## src/rtl/matrix_key_scan.sv

```systemverilog
// 4x4 matrix keypad scanner: walks one active-low column at a time, debounces
// press and release, and emits a single-cycle key code per physical press.
module matrix_key_scan #(
  parameter int SCAN_DIV     = 50000,
  parameter int DEBOUNCE_CYC = 1000000
) (
  input  logic       clk,
  input  logic       rst,
  input  logic [3:0] key_row,
  output logic [3:0] key_col,
  output logic [3:0] key_val,
  output logic       key_valid,
  output logic       key_down
);

  localparam int DW = $clog2(SCAN_DIV);
  localparam int CW = (DEBOUNCE_CYC > 1) ? $clog2(DEBOUNCE_CYC) : 1;
  localparam logic [DW-1:0] DWELL_LAST = DW'(SCAN_DIV - 1);
  localparam logic [CW-1:0] CNT_LAST   = CW'(DEBOUNCE_CYC - 1);

  typedef enum logic [1:0] {
    ST_SCAN     = 2'd0,
    ST_DEBOUNCE = 2'd1,
    ST_HOLD     = 2'd2
  } state_t;

  state_t        state_r, state_s;
  logic [3:0]    row_meta_r, row_sync_r;
  logic [DW-1:0] dwell_r, dwell_s;
  logic [1:0]    col_idx_r, col_idx_s;
  logic [CW-1:0] cnt_r, cnt_s;
  logic [1:0]    hit_row_r, hit_row_s;
  logic [3:0]    pat_r, pat_s;
  logic [3:0]    key_col_r, key_col_s;
  logic [3:0]    key_val_r, key_val_s;
  logic          key_valid_r, key_valid_s;
  logic          key_down_r, key_down_s;

  function automatic logic [3:0] key_code(input logic [1:0] row, input logic [1:0] col);
    logic [3:0] code;
    case ({row, col})
      4'b0000: code = 4'h1;
      4'b0001: code = 4'h2;
      4'b0010: code = 4'h3;
      4'b0011: code = 4'hA;
      4'b0100: code = 4'h4;
      4'b0101: code = 4'h5;
      4'b0110: code = 4'h6;
      4'b0111: code = 4'hB;
      4'b1000: code = 4'h7;
      4'b1001: code = 4'h8;
      4'b1010: code = 4'h9;
      4'b1011: code = 4'hC;
      4'b1100: code = 4'hE;
      4'b1101: code = 4'h0;
      4'b1110: code = 4'hF;
      4'b1111: code = 4'hD;
      default: code = 4'hF;
    endcase
    return code;
  endfunction

  // Several rows low in one column: the lowest index wins.
  function automatic logic [1:0] lowest_low(input logic [3:0] rows);
    logic [1:0] idx;
    if (!rows[0])      idx = 2'd0;
    else if (!rows[1]) idx = 2'd1;
    else if (!rows[2]) idx = 2'd2;
    else               idx = 2'd3;
    return idx;
  endfunction

  // Next-state, counter and output decode for the scan/debounce/hold sequence.
  always_comb begin
    state_s     = state_r;
    dwell_s     = dwell_r;
    col_idx_s   = col_idx_r;
    cnt_s       = cnt_r;
    hit_row_s   = hit_row_r;
    pat_s       = pat_r;
    key_val_s   = 4'hF;
    key_valid_s = 1'b0;
    case (state_r)
      ST_SCAN: begin
        if (dwell_r == DWELL_LAST) begin
          dwell_s = {DW{1'b0}};
          if (row_sync_r != 4'hF) begin
            hit_row_s = lowest_low(row_sync_r);
            pat_s     = row_sync_r;
            cnt_s     = {CW{1'b0}};
            state_s   = ST_DEBOUNCE;
          end else begin
            col_idx_s = col_idx_r + 2'd1;
          end
        end else begin
          dwell_s = dwell_r + DW'(1);
        end
      end
      ST_DEBOUNCE: begin
        if (row_sync_r != pat_r) begin
          state_s   = ST_SCAN;
          col_idx_s = col_idx_r + 2'd1;
          dwell_s   = {DW{1'b0}};
          cnt_s     = {CW{1'b0}};
        end else if (cnt_r == CNT_LAST) begin
          key_val_s   = key_code(hit_row_r, col_idx_r);
          key_valid_s = 1'b1;
          cnt_s       = {CW{1'b0}};
          state_s     = ST_HOLD;
        end else begin
          cnt_s = cnt_r + CW'(1);
        end
      end
      ST_HOLD: begin
        // Release needs an unbroken run of all-high cycles.
        if (row_sync_r != 4'hF) begin
          cnt_s = {CW{1'b0}};
        end else if (cnt_r == CNT_LAST) begin
          state_s   = ST_SCAN;
          col_idx_s = col_idx_r + 2'd1;
          dwell_s   = {DW{1'b0}};
          cnt_s     = {CW{1'b0}};
        end else begin
          cnt_s = cnt_r + CW'(1);
        end
      end
      default: begin
        state_s   = ST_SCAN;
        col_idx_s = 2'd0;
        dwell_s   = {DW{1'b0}};
        cnt_s     = {CW{1'b0}};
      end
    endcase
    key_down_s = (state_s == ST_HOLD);
    key_col_s  = ~(4'b0001 << col_idx_s);
  end

  // Row synchronizer plus all state and registered outputs.
  always_ff @(posedge clk or posedge rst) begin
    if (rst) begin
      row_meta_r  <= 4'hF;
      row_sync_r  <= 4'hF;
      state_r     <= ST_SCAN;
      dwell_r     <= {DW{1'b0}};
      col_idx_r   <= 2'd0;
      cnt_r       <= {CW{1'b0}};
      hit_row_r   <= 2'd0;
      pat_r       <= 4'hF;
      key_col_r   <= 4'b1110;
      key_val_r   <= 4'hF;
      key_valid_r <= 1'b0;
      key_down_r  <= 1'b0;
    end else begin
      row_meta_r  <= key_row;
      row_sync_r  <= row_meta_r;
      state_r     <= state_s;
      dwell_r     <= dwell_s;
      col_idx_r   <= col_idx_s;
      cnt_r       <= cnt_s;
      hit_row_r   <= hit_row_s;
      pat_r       <= pat_s;
      key_col_r   <= key_col_s;
      key_val_r   <= key_val_s;
      key_valid_r <= key_valid_s;
      key_down_r  <= key_down_s;
    end
  end

  assign key_col   = key_col_r;
  assign key_val   = key_val_r;
  assign key_valid = key_valid_r;
  assign key_down  = key_down_r;

endmodule
```

## config.mk

```make
export PLATFORM = sky130hd
export DESIGN_NAME = matrix_key_scan
export DESIGN_NICKNAME = d
export VERILOG_FILES = /design/src/rtl/matrix_key_scan.sv
export SDC_FILE = /design/constraint.sdc
export NUM_CORES = 1
export LEC_CHECK = 0
export CAP_MARGIN = 15
export CORE_ASPECT_RATIO = 1.5
export CORE_MARGIN = 5
export CORE_UTILIZATION = 60
export DETAILED_ROUTE_END_ITERATION = 10
export PLACE_DENSITY = 0.88
export SYNTH_ARGS = -nofsm -noshare
export SYNTH_HDL_FRONTEND = slang
export SYNTH_SLANG_ARGS = --single-unit
export TNS_END_PERCENT = 5
```

## constraint.sdc

```tcl
create_clock -name clk -period 2.7 [get_ports clk]
set_input_delay 0.54 -clock clk [delete_from_list [all_inputs] [get_ports clk]]
set_output_delay 0.54 -clock clk [all_outputs]
set_load 0.1 [all_outputs]
```

Yosys cells after proc, flatten, opt, wreduce, memory -nomap -nowiden
Memories as Yosys holds them, arrays and structs flattened.
Index checks and enable logic that the tools add are counted.

storage, ports and cells
  register bits = 64
  bits in latches = 0
  bits in writable memories = 0
  bits in read-only memories = 64
  input bits = 6
  output and inout bits = 10
  word-level logic and storage cells = 67
  memories kept = 1

memories
  name              words  width  read ports  clocked after memory_dff  wr ports  RTL line  text
  (name not given)  16     4      1           0                         0         41        case ({row, col})

operators by class
  add/sub/neg operators = 3
  multiply operators = 0
  divide/modulo/power cells = 0
  $lt $le $gt $ge = 0
  eq/ne operators = 12
  shift-type cells = 1
  muxes and demuxes = 33
  bitwise operators = 1
  reduce and logical (&&, ||, !) cells = 4

operator list
  kind                                             count
  two-way mux 20 bit                               5
  two-way mux 16 bit                               4
  case mux 20 bit (3 select lines)                 1
  case mux 16 bit (3 select lines)                 1
  two-way mux 2 bit                                13
  adder 20 x 1 -> 20 bit, second input constant    1
  == test 20 bit, second input constant            1
  adder 16 x 1 -> 16 bit, second input constant    1
  == test 16 bit, second input constant            1
  two-way mux 4 bit                                3
  case mux 2 bit (3 select lines)                  2
  inequality test 2 bit, second input constant     5
  AND reduction 3 bit                              2
  == test 2 bit, second input constant             2
  two-way mux 1 bit                                4
  inequality test 4 bit                            1
  inequality test 4 bit, second input constant     1
  NOT 4 bit                                        1
  left shift 1 x 2 -> 4 bit, first input constant  1
  adder 2 x 1 -> 2 bit, second input constant      1
  == test 2 x 1 -> 1 bit, second input constant    1
  logical NOT 2 bit                                1
  AND reduction 2 bit                              1

Logic depth before layout (Yosys ltp)
  depth in word-level cells = 6
  depth in mapped cells = 8
  depth with buffers taken out = 7

Worst setup path before layout
Ideal clock, no wire load.

  kind = register to register
  start = register cnt_r[13]
  end = register key_col_r[1], in the netlist key_col[1]
  library setup time = 0.094 ns
  arrival = 2.109 ns
  required time = 2.606 ns
  slack = 0.497 ns
  cell stages (with the launch flop) = 6
  path buffers = 0
  period minus slack after synthesis = 2.203 ns
  path through = dfrtp_1 or4_4 o31ai_4 nand3_2 a22oi_1 or4b_1

between the ends
  cells in the longest elaborated chain, start to end = 6

ends and longest elaborated chain
  what                             RTL line  text
  from (decl)                      31        logic [CW-1:0] cnt_r, cnt_s;
  from (signal assigned)           146       cnt_r <= {CW{1'b0}};
  from (signal assigned)           159       cnt_r <= cnt_s;
  == test 20 bit                   118       end else if (cnt_r == CNT_LAST) begin
  two-way mux 2 bit                118
  two-way mux 2 bit                116       if (row_sync_r != 4'hF) begin
  case mux 2 bit (3 select lines)  83        case (state_r)
  left shift 1 x 2 -> 4 bit        135       key_col_s = ~(4'b0001 << col_idx_s);
  NOT 4 bit                        135
  named net key_col_s[1]           34        logic [3:0] key_col_r, key_col_s;
  to (signal assigned)             162       key_col_r <= key_col_s;
  to (decl)                        34

The timed path passes the listed nets, and every way through them passes these cells.
A chain may end at the register's enable or synchronous reset.

Worst setup path after layout
  start = register dwell_r[0]
  end = register key_col_r[1], in the netlist key_col[1]

between the ends
  cells in the longest elaborated chain, start to end = 5

ends and longest elaborated chain
  what                             RTL line  text
  from (decl)                      29        logic [DW-1:0] dwell_r, dwell_s;
  from (signal assigned)           144       dwell_r <= {DW{1'b0}};
  from (signal assigned)           157       dwell_r <= dwell_s;
  == test 16 bit                   85        if (dwell_r == DWELL_LAST) begin
  two-way mux 2 bit                85
  case mux 2 bit (3 select lines)  83
  left shift 1 x 2 -> 4 bit        135
  NOT 4 bit                        135
  named net key_col_s[1]           34

The timed path passes the listed nets, and every way through them passes these cells.

==> Implementation_results.wiki <==
{| class="wikitable"
! Metric !! Value
|-
| Clock tree skew after final layout || ~0.0066 ns
|-
| Max Root-Sink Buffers || 2
|-
| Worst EP arrival || about 2.7 ns
|-
| Total global-route track usage || between 10% and 20%
|-
| Count of different cell masters after synthesis || 46
|-
| Global-route wire length before repair || 10,900 um
|-
| Antenna diodes || 0
|-
| Highest Clock Rate || 407 MHz
|-
| Initial antenna violation count || 0
|-
| Global route overflow || 0
|-
| Class of the tightest hold or removal check || register to register
|-
| Via count of the first global-routing pass || about 2,400
|-
| Number of synthesized register bits || between 60 and 70
|-
| Die height || between 100 and 150 um
|-
| Async set or reset register ratio after synthesis || between 90% and 100%
|-
| Number of H-tree levels || 3
|-
| Number of DRC violations after detailed-routing iteration 0 || 190
|-
| Source of the worst hold timing path || row_meta_r[3]$_DFF_PP1_
|-
| Worst R2R Setup Slack || roughly 0.24 ns
|-
| Pin count of the biggest net entering global routing || between 60 and 70
|-
| Port Buf Inserts || 15
|-
| Fraction of final layout cells sized beyond drive strength 1 || a little under a fifth
|-
| Number of synthesized flops with an enable pin || 0
|-
| 1st-pass router iterations || 4
|-
| Critical Path Fanout Max || 7
|-
| Tightest Pin Transition || between 0.6 and 0.7 ns
|-
| Number of CTS-inserted buffers || 9
|-
| Worst min-delay path endpoint || row_sync_r[3]$_DFF_PP1_
|-
| Count of antenna-violating nets left after detailed routing || 0
|-
| Standard-cell row count || 33
|-
| Routability cong. || between 0.7 and 0.8
|-
| Overall via count from detail_route || between 2,000 and 3,000
|-
| Seq/Total Area, Yosys || around 50%
|-
| Startpoint of the most critical register-to-register path || dwell_r[0]$_DFFE_PP0P_
|-
| Final design utilization || about 70%
|-
| Cell count after synthesis || 327
|-
| Clk Latency, worst-skew pair || around 0.34 ns
|-
| Number of hold violations in the final report || 0
|-
| Fraction of the cycle the final worst path needs || roughly nine tenths
|-
| Depth of the most critical reg-to-reg path || 7
|-
| Post-synthesis area per instance || about 10 um2
|-
| Mean routed wirelength per cell || about 15 um
|-
| Fin crit period || ~2.5 ns
|-
| Endpoint type of the worst setup path || register
|-
| Instance count along the most critical hold path || 0
|-
| Starting Density || between 60% and 70%
|-
| Setup Viol. Count Final || 0
|-
| Core Area || ~0.0054 mm2
|-
| Cell leakage power || 1.61 nW
|-
| Residual DRC || 0
|-
| Die footprint || just over 0.007 mm2
|-
| Clk sink count || 64
|-
| Commonest cells after routing, fill and taps aside || 45 x sky130_fd_sc_hd__dfrtp_1, 38 x sky130_fd_sc_hd__nor2_1, 32 x sky130_fd_sc_hd__nand2_1
|-
| Status || finished clean
|-
| Number of max-cap violations || 0
|-
| Syn Std Cell Area || 0.00327 mm2
|-
| Power per standard cell area || roughly 530 mW/mm2
|-
| Wire length after detailed routing || around 6400 um
|-
| Filler instances || ~400
|-
| Worst path required time || ~3.0 ns
|-
| Leading cell type in the layout, fill and taps excluded || sky130_fd_sc_hd__dfrtp_1
|-
| Setup_tns || 0 ns
|-
| Sum of net half-perimeters after detailed placement || about 4500 um
|-
| Relative slew slack || a little under three fifths
|-
| Peak VDD IR || between 0.6 and 0.7 mV
|-
| Total number of nets in the final design || 369
|-
| Die Wd || about 70 um
|-
| Synthesis warning total || 0
|-
| RSZ-0062 raised after global routing || false
|-
| Primary FF master, synth || sky130_fd_sc_hd__dfrtp_1
|-
| Critical path type || register to register
|-
| Max-slew violation total from the final report || 0
|-
| CTS tree || done
|-
| Worst-path clk slew || ~0.07 ns
|-
| Critical path startpoint category || register
|-
| Clock root buffer || sky130_fd_sc_hd__clkbuf_8
|-
| Worst reg2reg endpoint || key_col[1]$_DFF_PP1_
|-
| Boundary pin count || 16
|-
| Growth of design area from synthesis to finish || 15.0%
|-
| Number of vias per cell || approximately 6
|-
| Mapped Nets || between 300 and 400
|}
## metrics by stage
stage	setup slack (ns)	hold WS, ns	area (um2)	power [W]	std cells
3_5_place_dp	0.138	0.348	3520	0.00103	411
5_1_grt	0.0291	0.360	3760	0.00204	427
3_3_place_gp	0.242	0.346	3520	0.00103	411
4_1_cts	0.112	0.357	3750	0.00200	427
6_report	0.241	0.357	3760	0.00198	427
2_1_floorplan	0.497	0.345	3270	0.00101	327
## worst max-delay path, stage by stage (launching register included)
cell	delay (ns)
sky130_fd_sc_hd__dfrtp_1	0.43
sky130_fd_sc_hd__ha_1	0.29
sky130_fd_sc_hd__and4b_1	0.24
sky130_fd_sc_hd__nand4_1	0.15
sky130_fd_sc_hd__o21ai_0	0.32
sky130_fd_sc_hd__nand3_2	0.19
sky130_fd_sc_hd__a22oi_1	0.29
sky130_fd_sc_hd__or4b_1	0.46
## sequential cells by signal, indices dropped and copies added, names as in the netlist
name / flops
cnt_r: 20
col_idx_r: 2
dwell_r: 16
hit_row_r: 2
key_col: 4
key_down: 1
key_val: 4
key_valid: 1
pat_r: 4
row_meta_r: 4
row_sync_r: 4
state_r: 2
## report_power, final
part / total [W] / switching [W] / leakage, nW / internal, W
Clock: 0.000968 / 0.000358 / 0.116 / 0.000610
Combinational: 0.0000346 / 0.0000228 / 0.677 / 0.0000118
Sequential: 0.000976 / 0.00000483 / 0.814 / 0.000971
Total: 0.00198 / 0.000385 / 1.61 / 0.00159
## kinds of logic after synthesis
kind of cell	count (synthesis)	share of synthesized area (%)
AOI/OAI and AO/OA	39	8.38
buffers and inverters	21	2.49
muxes	7	2.37
adders and majority gates	11	4.21
and+or+nand+nor	152	24.0
xor gates and xnor gates	33	8.84
DFF	64	49.7
## final cells by class
| type | count | area, um2 | area share (%) |
|---|---|---|---|
| inverters | 13 | 48.8 | 1.30 |
| repair buffers | 22 | 190 | 5.06 |
| clock buffers | 10 | 128 | 3.39 |
| flip-flops and latches | 64 | 1630 | 43.2 |
| clock inverters | 6 | 108 | 2.86 |
| well taps | 70 | 87.6 | 2.33 |
| multi-input cells | 242 | 1570 | 41.8 |
## worst max path at each step
stage,startpoint,endpoint,depth (start not counted)
2_1_floorplan,cnt_r[13]$_DFFE_PP0P_,key_col[1]$_DFF_PP1_,5
3_3_place_gp,dwell_r[10]$_DFFE_PP0P_,cnt_r[16]$_DFFE_PP0P_,6
3_5_place_dp,cnt_r[17]$_DFFE_PP0P_,dwell_r[11]$_DFFE_PP0P_,6
4_1_cts,cnt_r[17]$_DFFE_PP0P_,dwell_r[11]$_DFFE_PP0P_,6
5_1_grt,dwell_r[0]$_DFFE_PP0P_,cnt_r[5]$_DFFE_PP0P_,7
6_report,dwell_r[0]$_DFFE_PP0P_,key_col[1]$_DFF_PP1_,7
## cell usage after synthesis (4+ instances only)
cell                       instances  area (um2)
sky130_fd_sc_hd__clkbuf_1          5        18.8
sky130_fd_sc_hd__xnor2_1           9        78.8
sky130_fd_sc_hd__o211ai_1          4        30.0
sky130_fd_sc_hd__nand4_1          14        87.6
sky130_fd_sc_hd__xor2_1           24         210
sky130_fd_sc_hd__dfstp_2          19         499
sky130_fd_sc_hd__nand3_1          20         100
sky130_fd_sc_hd__and3_1            6        37.5
sky130_fd_sc_hd__nor2_1           38         143
sky130_fd_sc_hd__nand2_1          32         120
sky130_fd_sc_hd__mux2_2            6        67.6
sky130_fd_sc_hd__o21ai_0           9        45.0
sky130_fd_sc_hd__nor3_1           14        70.1
sky130_fd_sc_hd__a21oi_1           8        40.0
sky130_fd_sc_hd__nor4b_1           6        52.6
sky130_fd_sc_hd__ha_1             11         138
sky130_fd_sc_hd__inv_1            13        48.8
sky130_fd_sc_hd__dfrtp_1          45        1130
sky130_fd_sc_hd__nor4_1            4        25.0
## timing repair
| item | in CTS | in global routing |
|---|---|---|
| setup buffers | 0 | 0 |
| resized for setup | 0 | 2 |
| endpoints found under the hold margin | 0 | 0 |
| endpoints found under the setup margin | 0 | 18 |
| hold buffers | 0 | 0 |
## metal layers
metal	vias to the layer above	GRT usage [%]	routed length [um]
met3	19	3.81	286
met1	1216	21.1	2490
met2	77	34.6	3410
met4	0	12.2	191
met5	-	0	0
li1	1212	-	-
(Power assumes the default switching activity.)
